File: config.mk
export PLATFORM = sky130hd
export DESIGN_NAME = mem_wb_pipe_stage_flat
export DESIGN_NICKNAME = d
export VERILOG_FILES = /design/src/rtl/mem_wb_pipe_stage_if.sv /design/src/rtl/mem_wb_pipe_stage.sv /design/src/flat_wrapper.sv
export SDC_FILE = /design/constraint.sdc
export NUM_CORES = 1
export LEC_CHECK = 0
export BUFFER_PORTS_ARGS = -buffer_cell sky130_fd_sc_hd__buf_4
export CAP_MARGIN = 20
export CORE_MARGIN = 4
export CORE_UTILIZATION = 55
export CTS_CLUSTER_SIZE = 16
export DETAILED_ROUTE_END_ITERATION = 8
export GPL_TIMING_DRIVEN = 0
export PLACE_DENSITY = 0.9
export REMOVE_ABC_BUFFERS = 1
export SLEW_MARGIN = 10
export SYNTH_ARGS = -nofsm -noshare
export SYNTH_HDL_FRONTEND = slang
export SYNTH_SLANG_ARGS = --single-unit
File: constraint.sdc
create_clock -name clk -period 2.35 [get_ports clk]
set_input_delay 0.235 -clock clk [delete_from_list [all_inputs] [get_ports clk]]
set_output_delay 0.235 -clock clk [all_outputs]
set_load 0.02 [all_outputs]
File: src/rtl/mem_wb_pipe_stage_if.sv
// MEM->WB stage bundle: M-side handshake and payload in, W-side handshake and payload out.
interface mem_wb_pipe_stage_if #(
  parameter int unsigned DATA_W = 32,
  parameter int unsigned ADDR_W = 4
);
  logic              in_valid;
  logic              in_ready;
  logic              pcsrc_m;
  logic              regwrite_m;
  logic              memtoreg_m;
  logic [DATA_W-1:0] read_data_m;
  logic [DATA_W-1:0] alu_result_m;
  logic [DATA_W-1:0] branch_res_m;
  logic [ADDR_W-1:0] wa3_m;

  logic              out_valid;
  logic              out_ready;
  logic              pcsrc_w;
  logic              regwrite_w;
  logic              memtoreg_w;
  logic [DATA_W-1:0] read_data_w;
  logic [DATA_W-1:0] alu_result_w;
  logic [DATA_W-1:0] branch_res_w;
  logic [ADDR_W-1:0] wa3_w;
  logic [1:0]        level;

  // Environment side: drives the M-stage bundle and W-stage ready
  modport master (
    output in_valid, pcsrc_m, regwrite_m, memtoreg_m,
           read_data_m, alu_result_m, branch_res_m, wa3_m, out_ready,
    input  in_ready, out_valid, pcsrc_w, regwrite_w, memtoreg_w,
           read_data_w, alu_result_w, branch_res_w, wa3_w, level
  );

  // Pipe stage side
  modport slave (
    input  in_valid, pcsrc_m, regwrite_m, memtoreg_m,
           read_data_m, alu_result_m, branch_res_m, wa3_m, out_ready,
    output in_ready, out_valid, pcsrc_w, regwrite_w, memtoreg_w,
           read_data_w, alu_result_w, branch_res_w, wa3_w, level
  );
endinterface

File: src/rtl/mem_wb_pipe_stage.sv
// MEM->WB pipeline register with valid/ready handshake, synchronous flush and optional
// two-entry skid buffer that keeps in_ready off the W-side ready path.
module mem_wb_pipe_stage #(
  parameter int unsigned DATA_W  = 32,
  parameter int unsigned ADDR_W  = 4,
  parameter bit          SKID_EN = 1'b1
) (
  input logic               clk,
  input logic               rst_n,
  input logic               flush,
  mem_wb_pipe_stage_if.slave bus
);

  typedef struct packed {
    logic              pcsrc;
    logic              regwrite;
    logic              memtoreg;
    logic [DATA_W-1:0] read_data;
    logic [DATA_W-1:0] alu_result;
    logic [DATA_W-1:0] branch_res;
    logic [ADDR_W-1:0] wa3;
  } entry_t;

  // State encoding equals the number of held entries
  typedef enum logic [1:0] {
    EMPTY = 2'd0,
    ONE   = 2'd1,
    TWO   = 2'd2
  } state_t;

  state_t state;
  entry_t head;
  entry_t skid;
  entry_t in_entry;
  logic   in_ready_q;
  logic   out_valid_q;
  logic   in_ready_c;
  logic   accept;
  logic   drain;

  assign in_entry = '{
    pcsrc:      bus.pcsrc_m,
    regwrite:   bus.regwrite_m,
    memtoreg:   bus.memtoreg_m,
    read_data:  bus.read_data_m,
    alu_result: bus.alu_result_m,
    branch_res: bus.branch_res_m,
    wa3:        bus.wa3_m
  };

  // Without the skid entry the single register frees up in the same cycle it drains
  assign in_ready_c = SKID_EN ? in_ready_q : (!out_valid_q || bus.out_ready);
  assign accept     = bus.in_valid & in_ready_c;
  assign drain      = out_valid_q & bus.out_ready;

  always_ff @(posedge clk or negedge rst_n) begin
    if (!rst_n) begin
      state       <= EMPTY;
      head        <= '0;
      skid        <= '0;
      in_ready_q  <= 1'b1;
      out_valid_q <= 1'b0;
    end else if (flush) begin
      state       <= EMPTY;
      head        <= '0;
      skid        <= '0;
      in_ready_q  <= 1'b1;
      out_valid_q <= 1'b0;
    end else begin
      unique case (state)
        EMPTY: begin
          if (accept) begin
            head        <= in_entry;
            state       <= ONE;
            out_valid_q <= 1'b1;
          end
        end
        ONE: begin
          // accept without drain only happens with the skid entry present
          if (accept && !drain) begin
            skid       <= in_entry;
            state      <= TWO;
            in_ready_q <= 1'b0;
          end else if (accept) begin
            head <= in_entry;
          end else if (drain) begin
            head        <= '0;
            state       <= EMPTY;
            out_valid_q <= 1'b0;
          end
        end
        TWO: begin
          if (drain) begin
            head       <= skid;
            skid       <= '0;
            state      <= ONE;
            in_ready_q <= 1'b1;
          end
        end
        default: begin
          state       <= EMPTY;
          head        <= '0;
          skid        <= '0;
          in_ready_q  <= 1'b1;
          out_valid_q <= 1'b0;
        end
      endcase
    end
  end

  assign bus.in_ready     = in_ready_c;
  assign bus.out_valid    = out_valid_q;
  assign bus.pcsrc_w      = head.pcsrc & out_valid_q;
  assign bus.regwrite_w   = head.regwrite & out_valid_q;
  assign bus.memtoreg_w   = head.memtoreg & out_valid_q;
  assign bus.read_data_w  = head.read_data;
  assign bus.alu_result_w = head.alu_result;
  assign bus.branch_res_w = head.branch_res;
  assign bus.wa3_w        = head.wa3;
  assign bus.level        = state;

endmodule

File: src/flat_wrapper.sv
// flat-port wrapper written by rule: the top's interface ports become plain ports
module mem_wb_pipe_stage_flat 
#(
  parameter int unsigned DATA_W  = 32,
  parameter int unsigned ADDR_W  = 4,
  parameter bit          SKID_EN = 1'b1
)
  (clk, rst_n, flush, bus_in_valid, bus_pcsrc_m, bus_regwrite_m, bus_memtoreg_m, bus_read_data_m, bus_alu_result_m, bus_branch_res_m, bus_wa3_m, bus_out_ready, bus_in_ready, bus_out_valid, bus_pcsrc_w, bus_regwrite_w, bus_memtoreg_w, bus_read_data_w, bus_alu_result_w, bus_branch_res_w, bus_wa3_w, bus_level);
  mem_wb_pipe_stage_if #(.DATA_W(DATA_W), .ADDR_W(ADDR_W)) bus_i ();
  input logic clk;
  input logic rst_n;
  input logic flush;
  input wire logic [$bits(bus_i.in_valid)-1:0] bus_in_valid;
  input wire logic [$bits(bus_i.pcsrc_m)-1:0] bus_pcsrc_m;
  input wire logic [$bits(bus_i.regwrite_m)-1:0] bus_regwrite_m;
  input wire logic [$bits(bus_i.memtoreg_m)-1:0] bus_memtoreg_m;
  input wire logic [$bits(bus_i.read_data_m)-1:0] bus_read_data_m;
  input wire logic [$bits(bus_i.alu_result_m)-1:0] bus_alu_result_m;
  input wire logic [$bits(bus_i.branch_res_m)-1:0] bus_branch_res_m;
  input wire logic [$bits(bus_i.wa3_m)-1:0] bus_wa3_m;
  input wire logic [$bits(bus_i.out_ready)-1:0] bus_out_ready;
  output wire logic [$bits(bus_i.in_ready)-1:0] bus_in_ready;
  output wire logic [$bits(bus_i.out_valid)-1:0] bus_out_valid;
  output wire logic [$bits(bus_i.pcsrc_w)-1:0] bus_pcsrc_w;
  output wire logic [$bits(bus_i.regwrite_w)-1:0] bus_regwrite_w;
  output wire logic [$bits(bus_i.memtoreg_w)-1:0] bus_memtoreg_w;
  output wire logic [$bits(bus_i.read_data_w)-1:0] bus_read_data_w;
  output wire logic [$bits(bus_i.alu_result_w)-1:0] bus_alu_result_w;
  output wire logic [$bits(bus_i.branch_res_w)-1:0] bus_branch_res_w;
  output wire logic [$bits(bus_i.wa3_w)-1:0] bus_wa3_w;
  output wire logic [$bits(bus_i.level)-1:0] bus_level;
  assign bus_i.in_valid = bus_in_valid;
  assign bus_i.pcsrc_m = bus_pcsrc_m;
  assign bus_i.regwrite_m = bus_regwrite_m;
  assign bus_i.memtoreg_m = bus_memtoreg_m;
  assign bus_i.read_data_m = bus_read_data_m;
  assign bus_i.alu_result_m = bus_alu_result_m;
  assign bus_i.branch_res_m = bus_branch_res_m;
  assign bus_i.wa3_m = bus_wa3_m;
  assign bus_i.out_ready = bus_out_ready;
  assign bus_in_ready = bus_i.in_ready;
  assign bus_out_valid = bus_i.out_valid;
  assign bus_pcsrc_w = bus_i.pcsrc_w;
  assign bus_regwrite_w = bus_i.regwrite_w;
  assign bus_memtoreg_w = bus_i.memtoreg_w;
  assign bus_read_data_w = bus_i.read_data_w;
  assign bus_alu_result_w = bus_i.alu_result_w;
  assign bus_branch_res_w = bus_i.branch_res_w;
  assign bus_wa3_w = bus_i.wa3_w;
  assign bus_level = bus_i.level;
  mem_wb_pipe_stage #(.DATA_W(DATA_W), .ADDR_W(ADDR_W), .SKID_EN(SKID_EN)) u_core (.clk(clk), .rst_n(rst_n), .flush(flush), .bus(bus_i));
endmodule
== Word level (Yosys, flattened, before mapping) ==
Index checks and enable logic that the tools add are counted.

* Register bits after elaboration: 210
* Input bits: 108
* Output and inout port bits: 107
* Word-level logic and storage cells: 69

* Eq/ne operators: 13
* Multiplexer cells: 27
* Bitwise operators: 5
* Reduce and logical (&&, ||, !) cells: 7

{| class="wikitable"
|+ Operators with widths
! operator !! number
|-
| $mux W103 || 8
|-
| $pmux W103 S3 || 2
|-
| $mux W2 || 6
|-
| $ne A3 B2 Y1 const B || 4
|-
| $mux W1 || 8
|-
| $ne A4 B2 Y1 const B || 2
|-
| $reduce_and A4 Y1 || 2
|-
| $ne A3 B3 Y1 const B || 2
|-
| $pmux W1 S3 || 2
|-
| $pmux W2 S3 || 1
|-
| $and A1 B1 Y1 || 5
|-
| $reduce_and A5 Y1 || 1
|-
| $ne A2 B2 Y1 const B || 2
|-
| $ne A4 B4 Y1 const B || 1
|-
| $reduce_and A3 Y1 || 1
|-
| $eq A2 B1 Y1 const B || 1
|-
| $eq A2 B2 Y1 const B || 1
|-
| $logic_not A2 Y1 || 1
|-
| $logic_and A1 B1 Y1 || 1
|-
| $logic_not A1 Y1 || 1
|}

== Depth between registers and ports, before layout ==
Gate-level depths: netlist of the first run.

* Depth in word-level cells: 6
* Gate-level depth with buffers: 8
* Gate-level depth less buffers: 4

== Least setup slack after synthesis of the first run ==
No wires, ideal clock.

* Kind: register to register
* Start: reg u_core.in_ready_q (netlist: u_core.bus.in_ready)
* End: reg u_core.head (netlist bit u_core.bus.alu_result_w[10])
* Setup time: 0.121 ns
* Arrival time: 1.623 ns
* Data required time: 2.229 ns
* Path slack: 0.606 ns
* Stages on the path, launching flop included: 7
* Buffers on the path: 2
* Period minus slack after synthesis: 1.744 ns
* Path through: dfstp_2 -> nand2_2 -> o211ai_1 -> nand2_1 -> buf_2 -> clkbuf_1 -> a22o_1

* Word-level cells in the longest chain between the ends: 5
* Elaborated cells on any way between the ends: 10
* Those cells by class: eq/ne (3); mux (4); bitwise (1); reduce/logical (2)

{| class="wikitable"
|+ RTL lines
! element !! line !! source
|-
| from (decl) || mem_wb_pipe_stage.sv:35 || <nowiki>logic in_ready_q;</nowiki>
|-
| from (signal assigned) || mem_wb_pipe_stage.sv:61 || <nowiki>in_ready_q <= 1'b1;</nowiki>
|-
| from (signal assigned) || mem_wb_pipe_stage.sv:67 || <nowiki>in_ready_q <= 1'b1;</nowiki>
|-
| from (signal assigned) || mem_wb_pipe_stage.sv:83 || <nowiki>in_ready_q <= 1'b0;</nowiki>
|-
| $and A1 B1 Y1 (*) || mem_wb_pipe_stage.sv:53 || <nowiki>assign accept = bus.in_valid & in_ready_c;</nowiki>
|-
| $mux W103 || mem_wb_pipe_stage.sv:84 || <nowiki>end else if (accept) begin</nowiki>
|-
| $mux W103 || mem_wb_pipe_stage.sv:80 || <nowiki>if (accept && !drain) begin</nowiki>
|-
| $pmux W103 S3 || mem_wb_pipe_stage.sv:70 || <nowiki>unique case (state)</nowiki>
|-
| $mux W103 || mem_wb_pipe_stage.sv:63 || <nowiki>end else if (flush) begin</nowiki>
|-
| to (signal assigned) || mem_wb_pipe_stage.sv:73 || <nowiki>head <= in_entry;</nowiki>
|-
| to (signal assigned) || mem_wb_pipe_stage.sv:85 || <nowiki>head <= in_entry;</nowiki>
|-
| to (signal assigned) || mem_wb_pipe_stage.sv:94 || <nowiki>head <= skid;</nowiki>
|-
| to (decl) || mem_wb_pipe_stage.sv:32 || <nowiki>entry_t head;</nowiki>
|}

Mark *: on every way between the ends. The rest lies on a longest branch, timed or not. The select of a mux whose other input is x is not followed.
A chain may end at the register's enable or synchronous reset.

== Worst setup path after layout of the first run ==
* Start: reg u_core.state[1] (netlist: u_core.bus.level[1])
* End: reg u_core.head (netlist bit u_core.bus.branch_res_w[1])

* Word-level cells in the longest chain between the ends: 3
* Elaborated cells on any way between the ends: 10
* Those cells by class: eq/ne (6); mux (2); reduce/logical (2)

{| class="wikitable"
|+ RTL lines
! element !! line !! source
|-
| from (decl) || mem_wb_pipe_stage.sv:31 || <nowiki>state_t state;</nowiki>
|-
| from (signal assigned) || mem_wb_pipe_stage.sv:58 || <nowiki>state <= EMPTY;</nowiki>
|-
| from (signal assigned) || mem_wb_pipe_stage.sv:64 || <nowiki>state <= EMPTY;</nowiki>
|-
| from (signal assigned) || mem_wb_pipe_stage.sv:74 || <nowiki>state <= ONE;</nowiki>
|-
| $eq A2 B1 Y1 (tied with other cells) || mem_wb_pipe_stage.sv:70 ||
|-
| $ne A4 B2 Y1 (no line) (tied with other cells) || - ||
|-
| $reduce_and A4 Y1 (no line) / $mux W103 (equally long branches) || - ||
|}

Several ways; a longest one is shown, not always the timed one.

==> results of run 1 <==
-- metrics by stage --
| step | TNS (ps) | cells | util (%) | setup WS, ps |
|---|---|---|---|---|
| after CTS | -1100 | 1356 | 72.4 | -42.6 |
| after global placement | -1054430 | 1197 | 60.4 | -4760 |
| after floorplan | -422260 | 758 | - | -2070 |
| final | -8.61 | 1361 | 72.8 | -8.61 |
| after detailed placement | -6790 | 1213 | 62.4 | -260 |
| after global routing | -579 | 1361 | 72.8 | -45.8 |
-- repair_timing --
action	CTS	global route
gates resized for setup	3	10
pin swaps	16	2
endpoints found under the hold margin	210	0
buffers inserted	2	2
hold buffers	104	0
cloned	0	2
endpoints found under the setup margin	87	66
-- cell type report --
class,count,area share (%)
clock buffers,33,4.93
flip-flops and latches,210,41.7
well taps,225,2.23
multi-input cells,550,27.0
repair buffers,338,23.8
diodes,1,0.0198
clock inverters,4,0.357
-- state kept, by name, summed over array words and instances (netlist names) --
register / count
u_core.bus.read_data_w: 32
u_core.bus.out_valid: 1
u_core.bus.wa3_w: 4
u_core.skid: 103
u_core.bus.in_ready: 1
u_core.bus.alu_result_w: 32
u_core.bus.branch_res_w: 32
u_core.bus.level: 2
u_core.head: 3
-- cell usage in the layout (no fill, tap or decap), types with 2 or more instances in the layout --
cell type and instances:
sky130_fd_sc_hd__a22o_1 206, sky130_fd_sc_hd__buf_16 7, sky130_fd_sc_hd__clkinv_2 3, sky130_fd_sc_hd__nand2_1 207
sky130_fd_sc_hd__o21ai_2 2, sky130_fd_sc_hd__dlygate4sd3_1 104, sky130_fd_sc_hd__buf_6 4, sky130_fd_sc_hd__o21ai_1 37
sky130_fd_sc_hd__nand3_1 2, sky130_fd_sc_hd__o21bai_1 2, sky130_fd_sc_hd__o21ai_0 65, sky130_fd_sc_hd__nand2b_1 2
sky130_fd_sc_hd__nor2_1 3, sky130_fd_sc_hd__buf_4 217, sky130_fd_sc_hd__and2_1 3, sky130_fd_sc_hd__clkbuf_16 23
sky130_fd_sc_hd__buf_8 4, sky130_fd_sc_hd__mux2_2 2, sky130_fd_sc_hd__a21oi_1 2, sky130_fd_sc_hd__clkbuf_1 9
sky130_fd_sc_hd__dfrtp_1 208, sky130_fd_sc_hd__buf_12 2
-- worst max-delay path: stages, from the launching register on --
cell                      delay [ps]
sky130_fd_sc_hd__dfrtp_4         780
sky130_fd_sc_hd__and2b_4         710
sky130_fd_sc_hd__buf_16          340
sky130_fd_sc_hd__nand2_1         120
sky130_fd_sc_hd__o21ai_1         130
sky130_fd_sc_hd__a22o_1          170
-- routing by layer --
| metal | routed length, µm | track usage [%] | vias to the layer above | share of wire [%] |
|---|---|---|---|---|
| met5 | 0 | 0 | - | 0 |
| met4 | 1020 | 10.8 | 0 | 3.6 |
| met3 | 2410 | 5.12 | 90 | 8.4 |
| met2 | 14300 | 45.2 | 469 | 50 |
| met1 | 11000 | 36.3 | 4145 | 38 |
| li1 | - | - | 3589 | - |
-- logic make-up (layout without fill, tap and decap cells) --
family,count (synthesis),in the layout
compound gates,320,321
simple gates,226,227
flops,210,210
buf+inv,180,375
mux,2,2
other cells,0,1
-- power by group --
| part | internal, mW | total, mW | switching (mW) |
|---|---|---|---|
| sequential | 4.05 | 4.39 | 0.339 |
| clock | 1.93 | 3.31 | 1.38 |
| combinational | 1.20 | 2.76 | 1.56 |
| total | 7.19 | 10.5 | 3.27 |
-- final timing paths --
check	to	slack [ps]	depth (start not counted)
max	u_core.bus.branch_res_w[1]	-9	5
min	u_core.skid[72]	40	2
max reg2reg	u_core.bus.branch_res_w[1]	-9	5
min reg2reg	u_core.bus.read_data_w[29]	500	1
max in group asynchronous	u_core.skid[7]	980	3
min in group asynchronous	u_core.bus.read_data_w[0]	390	2
==> metrics.txt, run 1 <==
# TYPE chip_impl_metric gauge
chip_impl_info{name="synth_top_family_by_area",value="compound AO/OA/AOI/OAI gates"} 1
chip_impl_metric{name="power-per-cell-area",unit="mW/mm²"} 828
chip_impl_metric{name="yosysWarningCount",unit=""} 0
chip_impl_metric{name="grt-ovfl-total",unit=""} 0
chip_impl_metric{name="syn2layout_area_growth",unit="%"} 28.9
chip_impl_metric{name="worst_slack",unit="ps"} -8.61
chip_impl_metric{name="dpl-instance-area",unit="mm²"} 0.0108
chip_impl_info{name="failed_checks",value="negative setup slack"} 1
chip_impl_metric{name="io-pin-count",unit=""} 215
chip_impl_info{name="synth_top_cells_by_area",value="sky130_fd_sc_hd__dfrtp_1 (53%), sky130_fd_sc_hd__a22o_1 (18%), sky130_fd_sc_hd__buf_4 (8.8%)"} 1
chip_impl_metric{name="grt_pass1_vias",unit=""} 8624
chip_impl_metric{name="netlist_area",unit="mm²"} 0.00980
chip_impl_metric{name="crit_required",unit="ps"} 2770
chip_impl_metric{name="drt-wirelength-per-cell",unit="µm"} 21.1
chip_impl_metric{name="max-cap-violations",unit=""} 0
chip_impl_metric{name="synthesized_netlist_cell_count",unit=""} 938
chip_impl_metric{name="post-route-drc-count",unit=""} 0
chip_impl_metric{name="fin_crit_period",unit="ps"} 2360
chip_impl_metric{name="layout-drive-gt1-share",unit="%"} 24.8
chip_impl_metric{name="clkLatencyLatePin",unit="ps"} 490
chip_impl_info{name="regToRegStartpoint",value="u_core.bus.level[1]"} 1
chip_impl_metric{name="avgSynthCellArea",unit="µm²"} 10.4
chip_impl_info{name="worst_setup_path_start_kind",value="register"} 1
chip_impl_metric{name="vdd.ir_drop.worst",unit="µV"} 686
chip_impl_info{name="clockRootBuffer",value="sky130_fd_sc_hd__clkbuf_16"} 1
chip_impl_metric{name="final_slew_viol_count",unit=""} 0
chip_impl_metric{name="worst-path-max-fanout",unit=""} 59
chip_impl_metric{name="max-slew-margin-rel",unit="%"} 45.8
chip_impl_metric{name="wirelength",unit="mm"} 28.7
chip_impl_metric{name="seq_area_frac_synth",unit="%"} 53.7
chip_impl_info{name="synth_common_cells",value="sky130_fd_sc_hd__dfrtp_1 (209), sky130_fd_sc_hd__nand2_1 (208), sky130_fd_sc_hd__a22o_1 (206)"} 1
chip_impl_metric{name="cts_buffer_depth",unit=""} 3
chip_impl_info{name="path_class",value="register to register"} 1
chip_impl_metric{name="first_pass_iters",unit=""} 5
chip_impl_metric{name="synth_adder_area_share",unit="%"} 0
chip_impl_metric{name="final_net_count",unit=""} 1231
chip_impl_metric{name="numCtsBuffers",unit=""} 23
chip_impl_metric{name="hold_viol",unit=""} 0
chip_impl_metric{name="floorplan.rows",unit=""} 48
chip_impl_metric{name="initial_core_util",unit="%"} 56.4
chip_impl_metric{name="vias",unit=""} 8293
chip_impl_metric{name="port-buffer-count",unit=""} 214
chip_impl_info{name="synthDominantAreaCellType",value="sky130_fd_sc_hd__dfrtp_1"} 1
chip_impl_metric{name="number_of_synthesized_flops_with_an_enable_pin",unit=""} 0
chip_impl_metric{name="htree_levels",unit=""} 1
chip_impl_metric{name="finalCritPeriodShare",unit="%"} 100
chip_impl_info{name="clock_tree_from_tritoncts",value="done"} 1
chip_impl_metric{name="track_usage",unit="%"} 27.5
chip_impl_info{name="synth-main-ff-cell",value="sky130_fd_sc_hd__dfrtp_1"} 1
chip_impl_metric{name="tightest_slew",unit="ps"} 814
chip_impl_metric{name="synth_compound_area_share",unit="%"} 24.5
chip_impl_metric{name="synth_simple_gate_area_share",unit="%"} 9.25
chip_impl_metric{name="dieHeight",unit="µm"} 141
chip_impl_metric{name="multi_input_area",unit="mm²"} 0.00341
chip_impl_metric{name="yosys-mux-area-fraction",unit="%"} 0.230
chip_impl_metric{name="grt_max_degree",unit=""} 109
chip_impl_metric{name="drt_iter0_drc",unit=""} 563
chip_impl_metric{name="grt_pass1_wl",unit="mm"} 45.3
chip_impl_metric{name="antenna_violating_nets_post_route",unit=""} 0
chip_impl_metric{name="maxClockFrequency",unit="MHz"} 424
chip_impl_metric{name="cp_data_arrival_time",unit="ps"} 2780
chip_impl_metric{name="synthXorXnorAreaFrac",unit="%"} 0
chip_impl_metric{name="die_width",unit="µm"} 141
chip_impl_info{name="hold_path_class",value="primary input to register"} 1
chip_impl_metric{name="static-leakage-power",unit="nW"} 6.23
chip_impl_info{name="cp-end-kind",value="register"} 1
chip_impl_metric{name="synth.ff_latch_count",unit=""} 210
chip_impl_metric{name="clock_sinks",unit=""} 210
chip_impl_info{name="holdCritStartpoint",value="bus_read_data_m[4]"} 1
chip_impl_metric{name="filler_cell_count",unit=""} 1070
chip_impl_metric{name="timing.final.setup_violations",unit=""} 1
chip_impl_info{name="synth_most_common_cell",value="sky130_fd_sc_hd__dfrtp_1"} 1
chip_impl_metric{name="synth_largest_type_area_fraction",unit="%"} 53.4
chip_impl_metric{name="hold_ws",unit="ps"} 36.6
chip_impl_metric{name="place.gp.congestion",unit=""} 0.793
chip_impl_metric{name="final_cell_area",unit="mm²"} 0.0126
chip_impl_metric{name="clk_pin_slew",unit="ps"} 60
chip_impl_metric{name="initial_antenna_violation_count",unit=""} 1
chip_impl_info{name="run_status",value="complete, but fails checks"} 1
chip_impl_metric{name="synth.lib_cells_used.distinct",unit=""} 29
chip_impl_metric{name="report.power.total",unit="mW"} 10.5
chip_impl_metric{name="finClkSkew",unit="ps"} 8.43
chip_impl_metric{name="via_per_inst",unit=""} 6.09
chip_impl_info{name="startpoint_of_the_worst_setup_timing_path",value="u_core.bus.level[1]"} 1
chip_impl_metric{name="sequential_cell_area",unit="mm²"} 0.00526
chip_impl_metric{name="placeableCoreArea",unit="mm²"} 0.0174
chip_impl_info{name="unrepaired_setup_endpoints_after_global_routing",value="yes"} 1
chip_impl_metric{name="synthArstFlopShare",unit="%"} 100
chip_impl_metric{name="design.die.area",unit="mm²"} 0.0200
chip_impl_metric{name="detailed_place_hpwl",unit="mm"} 15.4
(Power assumes the default switching activity.)
==> inputs of run 2 (changes only) <==
--- a/config.mk
+++ b/config.mk
@@ -9,11 +9,12 @@
 export CAP_MARGIN = 20
 export CORE_MARGIN = 4
 export CORE_UTILIZATION = 55
-export CTS_CLUSTER_SIZE = 16
+export CTS_CLUSTER_SIZE = 28
 export DETAILED_ROUTE_END_ITERATION = 8
 export GPL_TIMING_DRIVEN = 0
 export PLACE_DENSITY = 0.9
 export REMOVE_ABC_BUFFERS = 1
+export SETUP_SLACK_MARGIN = 0.05
 export SLEW_MARGIN = 10
 export SYNTH_ARGS = -nofsm -noshare
 export SYNTH_HDL_FRONTEND = slang
==> metrics.txt, run 2 (synthesized netlist as in run 1, its figures left out) <==
# TYPE chip_impl_metric gauge
chip_impl_metric{name="vdd.ir_drop.worst",unit="µV"} 685
chip_impl_metric{name="post-route-drc-count",unit=""} 0
chip_impl_metric{name="grt_pass1_vias",unit=""} 8630
chip_impl_metric{name="final_cell_area",unit="mm²"} 0.0126
chip_impl_metric{name="max-slew-margin-rel",unit="%"} 28.0
chip_impl_metric{name="multi_input_area",unit="mm²"} 0.00342
chip_impl_metric{name="final_slew_viol_count",unit=""} 0
chip_impl_metric{name="vias",unit=""} 8304
chip_impl_metric{name="port-buffer-count",unit=""} 214
chip_impl_metric{name="hold_viol",unit=""} 0
chip_impl_metric{name="drt_iter0_drc",unit=""} 639
chip_impl_metric{name="antenna_violating_nets_post_route",unit=""} 0
chip_impl_metric{name="finClkSkew",unit="ps"} 8.36
chip_impl_info{name="hold_path_class",value="primary input to register"} 1
chip_impl_metric{name="grt-ovfl-total",unit=""} 0
chip_impl_info{name="worst_setup_path_start_kind",value="register"} 1
chip_impl_info{name="max_flop_register",value="u_core.skid"} 1
chip_impl_info{name="run_status",value="complete, no violations"} 1
chip_impl_metric{name="clk_pin_slew",unit="ps"} 60
chip_impl_metric{name="placeableCoreArea",unit="mm²"} 0.0174
chip_impl_metric{name="drt-wirelength-per-cell",unit="µm"} 21.4
chip_impl_metric{name="grt_pass1_wl",unit="mm"} 45.3
chip_impl_metric{name="initial_core_util",unit="%"} 56.4
chip_impl_metric{name="io-pin-count",unit=""} 215
chip_impl_metric{name="dieHeight",unit="µm"} 141
chip_impl_metric{name="floorplan.rows",unit=""} 48
chip_impl_metric{name="htree_levels",unit=""} 1
chip_impl_info{name="clockRootBuffer",value="sky130_fd_sc_hd__clkbuf_16"} 1
chip_impl_metric{name="via_per_inst",unit=""} 6.09
chip_impl_info{name="layout.cells.most_common_list",value="sky130_fd_sc_hd__buf_4 (217), sky130_fd_sc_hd__nand2_1 (207), sky130_fd_sc_hd__dfrtp_1 (207), sky130_fd_sc_hd__a22o_1 (206), sky130_fd_sc_hd__dlygate4sd3_1 (104)"} 1
chip_impl_metric{name="tightest_slew",unit="ps"} 1080
chip_impl_metric{name="numCtsBuffers",unit=""} 23
chip_impl_metric{name="place.gp.congestion",unit=""} 0.793
chip_impl_metric{name="power-per-cell-area",unit="mW/mm²"} 829
chip_impl_metric{name="syn2layout_area_growth",unit="%"} 29.0
chip_impl_metric{name="filler_cell_count",unit=""} 1064
chip_impl_metric{name="dpl-instance-area",unit="mm²"} 0.0108
chip_impl_info{name="route.top_layer_used",value="met4"} 1
chip_impl_metric{name="initial_antenna_violation_count",unit=""} 1
chip_impl_metric{name="worst-path-max-fanout",unit=""} 45
chip_impl_metric{name="static-leakage-power",unit="nW"} 6.24
chip_impl_info{name="layout_commonest_cell",value="sky130_fd_sc_hd__buf_4"} 1
chip_impl_metric{name="track_usage",unit="%"} 27.5
chip_impl_metric{name="met2WireLength",unit="mm"} 14.4
chip_impl_info{name="clock_tree_from_tritoncts",value="done"} 1
chip_impl_metric{name="finalCoreUtilization",unit="%"} 72.8
chip_impl_metric{name="detailed_place_hpwl",unit="mm"} 15.4
chip_impl_metric{name="design.die.area",unit="mm²"} 0.0200
chip_impl_info{name="cp-end-kind",value="register"} 1
chip_impl_metric{name="wirelength",unit="mm"} 29.2
chip_impl_metric{name="sequential_cell_area",unit="mm²"} 0.00526
chip_impl_metric{name="finalCritPeriodShare",unit="%"} 97.7
chip_impl_metric{name="wl_met1",unit="mm"} 11.3
chip_impl_metric{name="timing.final.setup_violations",unit=""} 0
chip_impl_metric{name="layout-drive-gt1-share",unit="%"} 24.6
chip_impl_metric{name="largest_reg_flops",unit=""} 103
chip_impl_metric{name="clkLatencyLatePin",unit="ps"} 490
chip_impl_info{name="unrepaired_setup_endpoints_after_global_routing",value="yes"} 1
chip_impl_metric{name="final_net_count",unit=""} 1233
chip_impl_metric{name="max-cap-violations",unit=""} 0
chip_impl_metric{name="maxClockFrequency",unit="MHz"} 436
chip_impl_metric{name="die_width",unit="µm"} 141
chip_impl_metric{name="grt_max_degree",unit=""} 109
chip_impl_metric{name="report.power.total",unit="mW"} 10.5
chip_impl_info{name="path_class",value="register to register"} 1
chip_impl_metric{name="first_pass_iters",unit=""} 4
chip_impl_metric{name="cp_data_arrival_time",unit="ps"} 2720
chip_impl_metric{name="cts_buffer_depth",unit=""} 3
chip_impl_metric{name="clock_sinks",unit=""} 210
chip_impl_metric{name="fin_crit_period",unit="ps"} 2300
chip_impl_metric{name="crit_required",unit="ps"} 2770
chip_impl_metric{name="met3_wirelength",unit="mm"} 2.50
==> run 2: per-stage QoR <==
step	setup TNS [ps]	hold slack, ps	cells	setup slack (ps)
after floorplan	-422260	-60.6	758	-2070
after global placement	-1054430	460	1197	-4760
after detailed placement	-6790	345	1213	-260
after CTS	-1100	2.45	1356	-42.6
after global routing	0	41.6	1363	36.2
final	0	37.0	1363	55.0
==> run 2: final cells by class <==
class                   instances  area share [%]
flip-flops and latches        210            41.6
clock buffers                  33            4.93
clock inverters                 4           0.356
multi-input cells             552            27.0
well taps                     225            2.23
repair buffers                338            23.8
diodes                          1          0.0198
==> run 2: final timing paths <==
check,depth (start not counted),to,startpoint,slack (ps)
setup / recovery,6,u_core.bus.alu_result_w[27],u_core.bus.level[1],50
hold / removal,2,u_core.skid[72],bus_read_data_m[4],40
setup reg to reg,6,u_core.bus.alu_result_w[27],u_core.bus.level[1],50
hold reg to reg,1,u_core.bus.read_data_w[29],u_core.bus.read_data_w[29],500
max in group asynchronous,3,u_core.skid[7],rst_n,970
min in group asynchronous,2,u_core.bus.read_data_w[0],rst_n,390
==> run 2: report_power, final <==
group          total, mW  internal, mW  switching (mW)
Sequential          4.39          4.05           0.341
Clock               3.31          1.93            1.38
Combinational       2.77          1.21            1.57
==> run 2: repair_timing <==
item,CTS,global route
pin swaps,16,3
setup buffers,2,2
hold buffers,104,0
setup endpoints to repair,88,146
resized for setup,3,4
hold endpoints to repair,210,0
gates cloned,0,4
==> run 2: layer usage <==
metal	vias up	GRT usage (%)
met4	0	10.8
met3	91	5.12
met5	-	0
met1	4149	36.3
met2	473	45.2
li1	3591	-
==> run 2: worst max-delay path, cell delays in order (launching register included) <==
cell                       delay, ps
sky130_fd_sc_hd__dfrtp_4         790
sky130_fd_sc_hd__nor2_4           40
sky130_fd_sc_hd__o211ai_1        140
sky130_fd_sc_hd__buf_4           210
sky130_fd_sc_hd__buf_4           130
sky130_fd_sc_hd__and3b_1         650
sky130_fd_sc_hd__a22o_1          240
